[src/rtl/mfrc522_spi_slave.sv]
`default_nettype none
// ============================================================================
// Module   : mfrc522_spi_slave
// Purpose  : SPI mode-0 slave exposing a small MFRC522-style register file:
//            CommandReg (0x01), ErrorReg (0x06), FIFODataReg (0x09),
//            FIFOLevelReg (0x0A), VersionReg (0x37) and 8-bit scratch
//            registers at every other address.
// Ports    : clk  - system clock, rising edge
//            rst  - asynchronous active-high reset
//            cs_n - SPI chip select, active low (asynchronous to clk)
//            sck  - SPI clock, CPOL=0 CPHA=0, MSB first (asynchronous)
//            mosi - master-to-slave data (asynchronous)
//            miso - slave-to-master data, 0 while deselected
//            irq  - (MFRC522_SLAVE_IRQ_EN only) FIFO level >= WaterLevelReg
//                   or BufferOvfl set; WaterLevelReg lives at 0x0B
// Options  : define MFRC522_SLAVE_IRQ_EN to add irq and WaterLevelReg.
// Revision : 1.0 - initial release
// ============================================================================
module mfrc522_spi_slave #(
    parameter int         FIFO_DEPTH  = 64,
    parameter logic [7:0] VERSION_VAL = 8'h92,
    parameter int         SYNC_STAGES = 2
) (
    input  logic clk,
    input  logic rst,
    input  logic cs_n,
    input  logic sck,
    input  logic mosi,
    output logic miso
`ifdef MFRC522_SLAVE_IRQ_EN
    ,
    output logic irq
`endif
);

    localparam int c_AW = $clog2(FIFO_DEPTH);
    localparam int c_LW = c_AW + 1;

    localparam logic [1:0] c_ST_IDLE = 2'd0;
    localparam logic [1:0] c_ST_ADDR = 2'd1;
    localparam logic [1:0] c_ST_DATA = 2'd2;

    localparam logic [5:0] c_A_COMMAND   = 6'h01;
    localparam logic [5:0] c_A_ERROR     = 6'h06;
    localparam logic [5:0] c_A_FIFODATA  = 6'h09;
    localparam logic [5:0] c_A_FIFOLEVEL = 6'h0A;
    localparam logic [5:0] c_A_VERSION   = 6'h37;
`ifdef MFRC522_SLAVE_IRQ_EN
    localparam logic [5:0] c_A_WATER     = 6'h0B;
`endif

    localparam logic [3:0]      c_CMD_SOFTRESET = 4'hF;
    localparam logic [c_AW-1:0] c_PTR_ONE       = 1;
    localparam logic [c_LW-1:0] c_LVL_ONE       = 1;
    localparam logic [c_LW-1:0] c_LVL_FULL      = c_LW'(FIFO_DEPTH);

    // ------------------------------------------------------------------
    // Input synchronizers and edge detection.
    // The cs_n chain resets low so that a frame still in progress when
    // rst is released is not mistaken for a new cs_n fall; only a real
    // high-to-low transition afterwards opens a frame.
    // ------------------------------------------------------------------
    logic [SYNC_STAGES-1:0] r_cs_sync;
    logic [SYNC_STAGES-1:0] r_sck_sync;
    logic [SYNC_STAGES-1:0] r_mosi_sync;
    logic                   r_cs_d;
    logic                   r_sck_d;

    always_ff @(posedge clk or posedge rst) begin
        if (rst) begin
            r_cs_sync   <= '0;
            r_sck_sync  <= '0;
            r_mosi_sync <= '0;
            r_cs_d      <= 1'b0;
            r_sck_d     <= 1'b0;
        end else begin
            r_cs_sync   <= {r_cs_sync[SYNC_STAGES-2:0], cs_n};
            r_sck_sync  <= {r_sck_sync[SYNC_STAGES-2:0], sck};
            r_mosi_sync <= {r_mosi_sync[SYNC_STAGES-2:0], mosi};
            r_cs_d      <= r_cs_sync[SYNC_STAGES-1];
            r_sck_d     <= r_sck_sync[SYNC_STAGES-1];
        end
    end

    logic w_cs_s;
    logic w_sck_s;
    logic w_mosi_s;
    logic w_cs_fall;
    logic w_cs_rise;
    logic w_sck_rise;
    logic w_sck_fall;

    assign w_cs_s     = r_cs_sync[SYNC_STAGES-1];
    assign w_sck_s    = r_sck_sync[SYNC_STAGES-1];
    assign w_mosi_s   = r_mosi_sync[SYNC_STAGES-1];
    assign w_cs_fall  = r_cs_d & ~w_cs_s;
    assign w_cs_rise  = ~r_cs_d & w_cs_s;
    assign w_sck_rise = ~r_sck_d & w_sck_s;
    assign w_sck_fall = r_sck_d & ~w_sck_s;

    // ------------------------------------------------------------------
    // Frame state
    // ------------------------------------------------------------------
    logic [1:0] r_state;
    logic [2:0] r_bit_cnt;
    logic [6:0] r_rx;
    logic [7:0] r_tx;
    logic       r_miso;
    logic       r_rd;
    logic [5:0] r_addr;
    logic       r_wr_stb;
    logic [7:0] r_wr_data;

    // Register file / FIFO state
    logic [3:0]      r_command;
    logic            r_buf_ovfl;
    logic [7:0]      r_scratch [64];
    logic [7:0]      r_fifo_mem [FIFO_DEPTH];
    logic [c_AW-1:0] r_wr_ptr;
    logic [c_AW-1:0] r_rd_ptr;
    logic [c_LW-1:0] r_level;
`ifdef MFRC522_SLAVE_IRQ_EN
    logic [7:0]      r_water;
    logic            r_irq;
`endif

    logic [7:0] w_rx_next;
    logic       w_byte_done;
    logic       w_load;
    logic [5:0] w_rd_addr;
    logic [7:0] w_rd_data;
    logic       w_fifo_empty;
    logic       w_fifo_full;
    logic       w_pop;
    logic       w_push;
    logic       w_soft_rst;
    logic       w_flush;

    assign w_rx_next   = {r_rx, w_mosi_s};
    assign w_byte_done = w_sck_rise && !w_cs_rise && (r_bit_cnt == 3'd7) &&
                         (r_state != c_ST_IDLE);
    // A read byte is loaded at the end of the address byte (read frame) and
    // at the end of every following byte, which doubles as the next address.
    assign w_load      = w_byte_done &&
                         ((r_state == c_ST_ADDR) ? w_rx_next[7] : r_rd);
    assign w_rd_addr   = w_rx_next[6:1];

    assign w_fifo_empty = (r_level == '0);
    assign w_fifo_full  = (r_level == c_LVL_FULL);
    assign w_pop        = w_load && (w_rd_addr == c_A_FIFODATA) && !w_fifo_empty;
    assign w_push       = r_wr_stb && (r_addr == c_A_FIFODATA) && !w_fifo_full;
    assign w_soft_rst   = r_wr_stb && (r_addr == c_A_COMMAND) &&
                          (r_wr_data[3:0] == c_CMD_SOFTRESET);
    assign w_flush      = w_soft_rst ||
                          (r_wr_stb && (r_addr == c_A_FIFOLEVEL) && r_wr_data[7]);

    always_comb begin
        w_rd_data = r_scratch[w_rd_addr];
        case (w_rd_addr)
            c_A_COMMAND:   w_rd_data = {4'h0, r_command};
            c_A_ERROR:     w_rd_data = {3'b000, r_buf_ovfl, 4'h0};
            c_A_FIFODATA:  w_rd_data = w_fifo_empty ? 8'h00 : r_fifo_mem[r_rd_ptr];
            c_A_FIFOLEVEL: w_rd_data = 8'(r_level);
`ifdef MFRC522_SLAVE_IRQ_EN
            c_A_WATER:     w_rd_data = r_water;
`endif
            c_A_VERSION:   w_rd_data = VERSION_VAL;
            default:       ;
        endcase
    end

    // ------------------------------------------------------------------
    // Frame FSM: bit counting, shift registers and miso.
    // miso changes on sck fall, so bit 7 of a loaded byte appears on the
    // fall that follows the previous byte's 8th rise, ahead of the first
    // rise of the byte it belongs to.
    // ------------------------------------------------------------------
    always_ff @(posedge clk or posedge rst) begin
        if (rst) begin
            r_state   <= c_ST_IDLE;
            r_bit_cnt <= 3'd0;
            r_rx      <= 7'd0;
            r_tx      <= 8'h00;
            r_miso    <= 1'b0;
            r_rd      <= 1'b0;
            r_addr    <= 6'd0;
            r_wr_stb  <= 1'b0;
            r_wr_data <= 8'h00;
        end else begin
            r_wr_stb <= 1'b0;
            if (w_cs_rise) begin
                // any partial byte is simply dropped here
                r_state   <= c_ST_IDLE;
                r_bit_cnt <= 3'd0;
                r_miso    <= 1'b0;
                r_tx      <= 8'h00;
            end else begin
                case (r_state)
                    c_ST_IDLE: begin
                        if (w_cs_fall) begin
                            r_state   <= c_ST_ADDR;
                            r_bit_cnt <= 3'd0;
                            r_miso    <= 1'b0;
                            r_tx      <= 8'h00;
                        end
                    end
                    c_ST_ADDR: begin
                        if (w_sck_rise) begin
                            r_rx      <= w_rx_next[6:0];
                            r_bit_cnt <= r_bit_cnt + 3'd1;
                            if (r_bit_cnt == 3'd7) begin
                                r_state <= c_ST_DATA;
                                r_rd    <= w_rx_next[7];
                                r_addr  <= w_rx_next[6:1];
                                r_tx    <= w_load ? w_rd_data : 8'h00;
                            end
                        end
                    end
                    c_ST_DATA: begin
                        if (w_sck_rise) begin
                            r_rx      <= w_rx_next[6:0];
                            r_bit_cnt <= r_bit_cnt + 3'd1;
                            if (r_bit_cnt == 3'd7) begin
                                if (r_rd) begin
                                    r_tx <= w_rd_data;
                                end else begin
                                    r_wr_stb  <= 1'b1;
                                    r_wr_data <= w_rx_next;
                                end
                            end
                        end else if (w_sck_fall) begin
                            r_miso <= r_tx[7];
                            r_tx   <= {r_tx[6:0], 1'b0};
                        end
                    end
                    default: r_state <= c_ST_IDLE;
                endcase
            end
        end
    end

    assign miso = r_miso;

    // ------------------------------------------------------------------
    // Register writes and FIFO bookkeeping
    // ------------------------------------------------------------------
    always_ff @(posedge clk or posedge rst) begin
        if (rst) begin
            r_command  <= 4'h0;
            r_buf_ovfl <= 1'b0;
            r_wr_ptr   <= '0;
            r_rd_ptr   <= '0;
            r_level    <= '0;
            for (int i = 0; i < 64; i++) begin
                r_scratch[i] <= 8'h00;
            end
`ifdef MFRC522_SLAVE_IRQ_EN
            r_water    <= 8'h08;
`endif
        end else begin
            if (w_flush) begin
                r_wr_ptr <= '0;
                r_rd_ptr <= '0;
                r_level  <= '0;
            end else begin
                if (w_push) begin
                    r_wr_ptr <= r_wr_ptr + c_PTR_ONE;
                end
                if (w_pop) begin
                    r_rd_ptr <= r_rd_ptr + c_PTR_ONE;
                end
                if (w_push && !w_pop) begin
                    r_level <= r_level + c_LVL_ONE;
                end else if (!w_push && w_pop) begin
                    r_level <= r_level - c_LVL_ONE;
                end
            end

            if (r_wr_stb) begin
                case (r_addr)
                    c_A_COMMAND:   r_command <= w_soft_rst ? 4'h0 : r_wr_data[3:0];
                    c_A_ERROR:     ;
                    c_A_VERSION:   ;
                    c_A_FIFODATA: begin
                        if (w_fifo_full) begin
                            r_buf_ovfl <= 1'b1;
                        end
                    end
                    c_A_FIFOLEVEL: begin
                        if (r_wr_data[7]) begin
                            r_buf_ovfl <= 1'b0;
                        end
                    end
`ifdef MFRC522_SLAVE_IRQ_EN
                    c_A_WATER:     r_water <= r_wr_data;
`endif
                    default:       r_scratch[r_addr] <= r_wr_data;
                endcase
                if (w_soft_rst) begin
                    r_buf_ovfl <= 1'b0;
                    for (int i = 0; i < 64; i++) begin
                        r_scratch[i] <= 8'h00;
                    end
                end
            end
        end
    end

    // FIFO storage needs no reset: an empty FIFO never exposes its contents.
    always_ff @(posedge clk) begin
        if (w_push) begin
            r_fifo_mem[r_wr_ptr] <= r_wr_data;
        end
    end

`ifdef MFRC522_SLAVE_IRQ_EN
    always_ff @(posedge clk or posedge rst) begin
        if (rst) begin
            r_irq <= 1'b0;
        end else begin
            r_irq <= (8'(r_level) >= r_water) || r_buf_ovfl;
        end
    end

    assign irq = r_irq;
`endif

endmodule
`default_nettype wire

[config.mk]
export PLATFORM = sky130hd
export DESIGN_NAME = mfrc522_spi_slave
export DESIGN_NICKNAME = d
export VERILOG_FILES = /design/src/rtl/mfrc522_spi_slave.sv
export SDC_FILE = /design/constraint.sdc
export NUM_CORES = 2
export LEC_CHECK = 0
export ABC_CLOCK_PERIOD_IN_PS = 25300
export CAP_MARGIN = 20
export CORE_MARGIN = 2
export CORE_UTILIZATION = 35
export DETAILED_ROUTE_END_ITERATION = 7
export MAX_ROUTING_LAYER = met4
export SETUP_SLACK_MARGIN = 0.3
export SYNTH_ARGS = -nofsm -noshare
export SYNTH_HDL_FRONTEND = slang
export SYNTH_SLANG_ARGS = --single-unit
export TNS_END_PERCENT = 5
[constraint.sdc]
create_clock -name clk -period 25.3 [get_ports clk]
set_input_delay 2.53 -clock clk [delete_from_list [all_inputs] [get_ports clk]]
set_output_delay 2.53 -clock clk [all_outputs]
set_load 0.02 [all_outputs]
# Word level (Yosys, flattened, before mapping)
# Memories as Yosys holds them, arrays and structs flattened.
# Cells that the tools add are included.
# classes
shifts,0
n_mul,0
n_bitwise,12
n_div,0
n_addsub,5
reduce_logical,43
order_cmp,3
muxes,54
eq_ne,28
# ops
op,count
512-bit two-way mux,2
512-bit bitwise mux,1
8-bit two-way mux,13
8-bit binary-select mux with 6-bit select,1
8-bit demux with 6-bit select,1
8-bit one-hot mux with 5 select lines,1
"6-bit by 4-bit == test with 1-bit output, second input constant",4
6-bit two-way mux,4
8-bit one-hot mux with 3 select lines,1
7-bit two-way mux,3
"3-bit inequality test, second input constant",7
4-bit AND reduction,4
1-bit logical AND,15
1-bit two-way mux,15
"7-bit greater-or-equal comparator, second input constant",2
6-bit NOT with 7-bit output,2
"6-bit by 1-bit adder with 6-bit output, second input constant",2
"6-bit by 1-bit == test with 1-bit output, second input constant",2
"6-bit by 3-bit == test with 1-bit output, second input constant",2
"6-bit == test, second input constant",2
"4-bit inequality test, second input constant",3
3-bit nonzero test,4
3-bit two-way mux,3
2-bit two-way mux,4
30 further kinds,47
# totals
mem_bits_ro,0
latchBits,0
wordCells,229
mem_count,1
register_bits,581
mem_bits_rw,512
# mem_list
name,depth,width,rd,rd_ports_with_merged_regs,wr,line_no,text
r_fifo_mem,64,8,1,0,1,118,logic [7:0] r_fifo_mem [FIFO_DEPTH];

# Logic depth before layout (Yosys ltp)
# depth
depth_word,13
ltp_mapped,15
ltp_nobuf,14

# Worst setup path before layout
# Ideal clock, no wire load.
# synth_timing
kind,register to register
start,register r_bit_cnt[0]
end,register r_level[6]
stages_incl_launch_ff,15
arrival_time_ps,3344
setup_time_ps,86
setup_slack_ps,21870
required_ps,25214
path_cell_list,dfrtp_1 > ha_1 > ha_1 > nand3b_4 > or4_4 > o21ai_0 > inv_1 > fa_1 > nor2b_1 > o21ai_0 > a21boi_0 > o21ai_0 > and4_1 > o21a_1 > nor3_1
# synth_between
elab_chain_len,10
elab_cells_between_ends,12
classes_between,1 x eq/ne; 2 x mux; 9 x reduce/logical
# synth_rtl
element,line_no,text
"start, declared",105,logic [2:0] r_bit_cnt;
"start signal, assigned",210,r_bit_cnt <= r_bit_cnt + 3'd1;
"start signal, assigned",222,r_bit_cnt <= r_bit_cnt + 3'd1;
3-bit == test (*),140,assign w_byte_done = w_sck_rise && !w_cs_rise && (r_bit_cnt == 3'd7) &&
1-bit logical AND (*) (2 in a row),140,
1-bit logical AND (*),144,assign w_load = w_byte_done &&
1-bit logical AND (*) (2 in a row),150,assign w_pop = w_load && (w_rd_addr == c_A_FIFODATA) && !w_fifo_empty;
1-bit zero test,272,if (w_push && !w_pop) begin
1-bit logical AND,272,
7-bit two-way mux,272,
7-bit two-way mux,261,if (w_flush) begin
"end signal, assigned",273,r_level <= r_level + c_LVL_ONE;
"end signal, assigned",275,r_level <= r_level - c_LVL_ONE;
"end, declared",121,logic [c_LW-1:0] r_level;
# Every way passes the cells marked *; elsewhere a longest branch is shown, timed or not.
# A chain may end at the register's enable or synchronous reset.

==> flow_summary.json <==
{
  "status": "completed",
  "wl_um": 123400,
  "synth_area_per_cell_um2": 13.87,
  "synth-seq-cells": 1093,
  "drv_slew": 0,
  "fmax_mhz": 174.9,
  "fin_nets": 3430,
  "r2r-start": "r_rx[1]$_DFFE_PP0P_",
  "n_fill_cell": 12805,
  "area_growth_pct": 11.37,
  "arrival_ns": 6.42,
  "hold_path_depth": 0,
  "yosysTopAreaCell": "edfxtp_1",
  "grt_max_degree": 195,
  "clkLatencyLatePin_ns": 0.72,
  "tns_ns": 0,
  "wl_per_cell_um": 23.28,
  "async_flop_share": 0.5316,
  "cp_top_family": "buffers and inverters",
  "cts.clk_slew.worst_paths_ns": 0.06,
  "crit_slowest_cell": "buf_4",
  "synth-edff-count": 512,
  "seq_area_frac_synth": 0.6165,
  "r2r-end": "r_level[6]$_DFFE_PP0P_",
  "p_total_uw": 4002,
  "switchingPower_uw": 1020,
  "crit_top_cell": "buf_4",
  "htreeDepth": 3,
  "setup-violations-final": 0,
  "worstSetupPathType": "input port to asynchronous set/reset pin",
  "synthTopCellsByCount": "dfrtp_1 (581), edfxtp_1 (512), nor2_1 (473), mux2i_1 (411), mux4_2 (262)",
  "swShare": 0.2548,
  "cts.sinks": 1093,
  "fin_skew_ns": 0.01970,
  "required_ns": 26.00,
  "die_h_um": 376.3,
  "seq_power_share": 0.473,
  "p_leak_uw": 0.02097,
  "final_cells": 5300,
  "ios": 6,
  "gp_congestion": 0.8553,
  "yosysTopAreaCellShare": 0.3169,
  "initial_utilization": 0.3529,
  "synth-main-ff-cell": "dfrtp_1",
  "path_cells": "clkdlybuf4s50_1 > inv_8 > buf_4 > buf_4 > buf_4",
  "cp_num_buf_inv": 5,
  "synth.most_common_cell": "dfrtp_1",
  "hold_viol_final": 0,
  "grt_pass1_vias": 29002,
  "max_cap_violations": 0,
  "mappedNetlistArea_mm2": 0.04852,
  "overflow": 0,
  "drive_above_1_share": 0.1686,
  "cts_tree": "yes",
  "route.vias.total": 29029,
  "hp-start": "r_sck_sync[0]$_DFF_PP0_",
  "dr.pass1.iters": 5,
  "cts_resized": 0,
  "fin_crit_ns": 5.716,
  "synth_fp_nets": 3519,
  "ys_warn_count": 0,
  "slowest_delay_ns": 0.87,
  "die_w_um": 376.3,
  "ys_types": 77,
  "io_buffers": 5,
  "r2r_slack_ns": 20.70,
  "synthCells": 3499,
  "dp_cells": 5087,
  "p_comb_frac": 0.105,
  "worst_setup_path_end_kind": "asynchronous set/reset pin",
  "clkPwrFrac": 0.422,
  "hold_end": "r_sck_sync[1]$_DFF_PP0_",
  "slew_headroom": 0.2322,
  "ant_nets": 0,
  "p_int_uw": 2982,
  "die-area_mm2": 0.1416,
  "core_mm2": 0.1375,
  "cellPowerDensity_mw_per_mm2": 74.07,
  "antenna_found_initial": 1,
  "postCtsHoldBufs": 0,
  "rows": 136,
  "cp-start-kind": "input port",
  "vdd_drop_max_uv": 60.58,
  "post_cts.repair.setup_buffers": 0,
  "vias_per_cell": 5.477,
  "grt_pass1_wl_um": 191800,
  "drc": 0,
  "drt-initial-drc-count": 3248,
  "synth_area_leaders": "edfxtp_1 (32%), dfrtp_1 (30%), mux4_2 (12%)",
  "hpwl_um": 72880,
  "reg2reg_depth": 13,
  "cts_root_buf": "clkbuf_16",
  "numCtsBuffers": 109,
  "timing.final.crit_share": 0.2259,
  "grt_usage": 0.1813,
  "worst_pin_slew_ns": 1.152,
  "clockBufferDepth": 3,
  "min_path_type": "flip-flop to flip-flop",
  "grt_setup_unrepaired": "false",
  "crit_fanout": 120
}
==> layout by cell type, fill, tap and decap left out, types with 8 or more instances in the layout <==
| cell type | n |
|---|---|
| dfrtp_1 | 565 |
| edfxtp_1 | 512 |
| nor2_1 | 472 |
| mux2i_1 | 411 |
| mux4_2 | 262 |
| nand2_1 | 242 |
| a21oi_1 | 182 |
| o21ai_0 | 136 |
| clkbuf_16 | 110 |
| nand3_1 | 76 |
| nor2b_1 | 64 |
| buf_4 | 59 |
| clkinv_2 | 24 |
| mux2_2 | 22 |
| clkbuf_1 | 20 |
| inv_1 | 16 |
| nor3_1 | 15 |
| a22oi_1 | 14 |
| ha_1 | 14 |
| bufinv_16 | 14 |
| nor2_2 | 13 |
| dfrtp_4 | 13 |
| nand3b_1 | 12 |
| o22ai_1 | 11 |
| clkbuf_8 | 11 |
| nand2b_1 | 10 |
| nand4_1 | 9 |
| clkinv_1 | 9 |
| a211oi_1 | 8 |
==> layer usage <==
metal  vias up  GRT usage  part of all wire  wire, um
met5         -          -                 0         0
met4         0    0.04732             0.024      3009
met3       188    0.02414             0.053      6565
met2       883     0.2706              0.47     57500
met1     15233     0.2615              0.46     56340
li1      12725          -                 -         -
==> sequential cells by signal, summed over array words and instances (netlist names), 3 cells and up <==
| signal | cells |
|---|---|
| r_scratch | 512 |
| r_fifo_mem | 512 |
| r_rd_ptr | 6 |
| r_wr_ptr | 6 |
| r_bit_cnt | 3 |
| r_rx | 7 |
| r_command | 4 |
| r_addr | 6 |
| r_tx | 8 |
| r_wr_data | 8 |
| r_level | 7 |
==> how the worst max path moves through the flow <==
stage | start | to | depth (start not counted)
2_1_floorplan | rst | miso$_DFFE_PP0P_ | 1
3_3_place_gp | rst | r_scratch[86]$_DFFE_PP0P_ | 5
3_5_place_dp | rst | r_scratch[70]$_DFFE_PP0P_ | 5
4_1_cts | rst | r_scratch[67]$_DFFE_PP0P_ | 5
5_1_grt | rst | r_scratch[67]$_DFFE_PP0P_ | 5
6_report | rst | r_scratch[82]$_DFFE_PP0P_ | 5
==> worst register-to-register path: stages, from the launching register on <==
cell	delay [ns]
dfrtp_4	0.81
inv_1	0.39
and3_1	0.33
nand3_1	0.34
o21ai_0	0.89
inv_1	0.15
fa_1	0.42
nor2b_1	0.15
o21ai_0	0.12
a21boi_0	0.26
o21ai_0	0.15
and4_1	0.23
nor3_1	0.16
nor3_1	0.07
==> final cells by class <==
type | instances | area, um2 | share of cell area
flip-flops and latches | 1093 | 29970 | 0.5545
clock buffers | 141 | 2979 | 0.05513
diodes | 1 | 2.502 | 0.00004631
inverters | 17 | 71.32 | 0.001320
well taps | 1794 | 2245 | 0.04154
multi-input cells | 2114 | 17330 | 0.3208
repair buffers | 75 | 676.9 | 0.01253
clock inverters | 65 | 764.5 | 0.01415
==> stage by stage <==
| step | cell area (um2) | setup WS (ns) | hold WS [ns] | utilization |
|---|---|---|---|---|
| final | 54040 | 19.58 | 0.3521 | 0.3930 |
| after global routing | 54040 | 18.95 | 0.3656 | 0.3930 |
| after CTS | 53940 | 19.40 | 0.3534 | 0.3923 |
| after detailed placement | 50200 | 18.64 | 0.3397 | 0.3651 |
| after global placement | 50130 | 18.68 | 0.3377 | 0.3646 |
| after floorplan | 48520 | 6.514 | 0.3312 | - |
==> power groups by stage <==
stage | Combinational, uW | Sequential [uW] | Clock (uW)
6_report | 420 | 1890 | 1690
5_1_grt | 444 | 1890 | 1800
4_1_cts | 420 | 1890 | 1730
3_5_place_dp | 419 | 1930 | 0
3_3_place_gp | 417 | 1930 | 0
2_1_floorplan | 320 | 1900 | 0
==> kinds of logic (layout without fill, tap and decap cells) <==
group / Yosys count / after routing / share of synthesized area
other: 0 / 1 / 0
buffers and inverters: 292 / 298 / 0.02695
and+or+nand+nor: 967 / 967 / 0.08777
xor gates and xnor gates: 14 / 14 / 0.002682
AOI/OAI and AO/OA: 423 / 423 / 0.05059
DFF: 1093 / 1093 / 0.6165
adders and majority gates: 15 / 15 / 0.004023
muxes: 695 / 695 / 0.2115
Power figures use the tool's default switching activity.
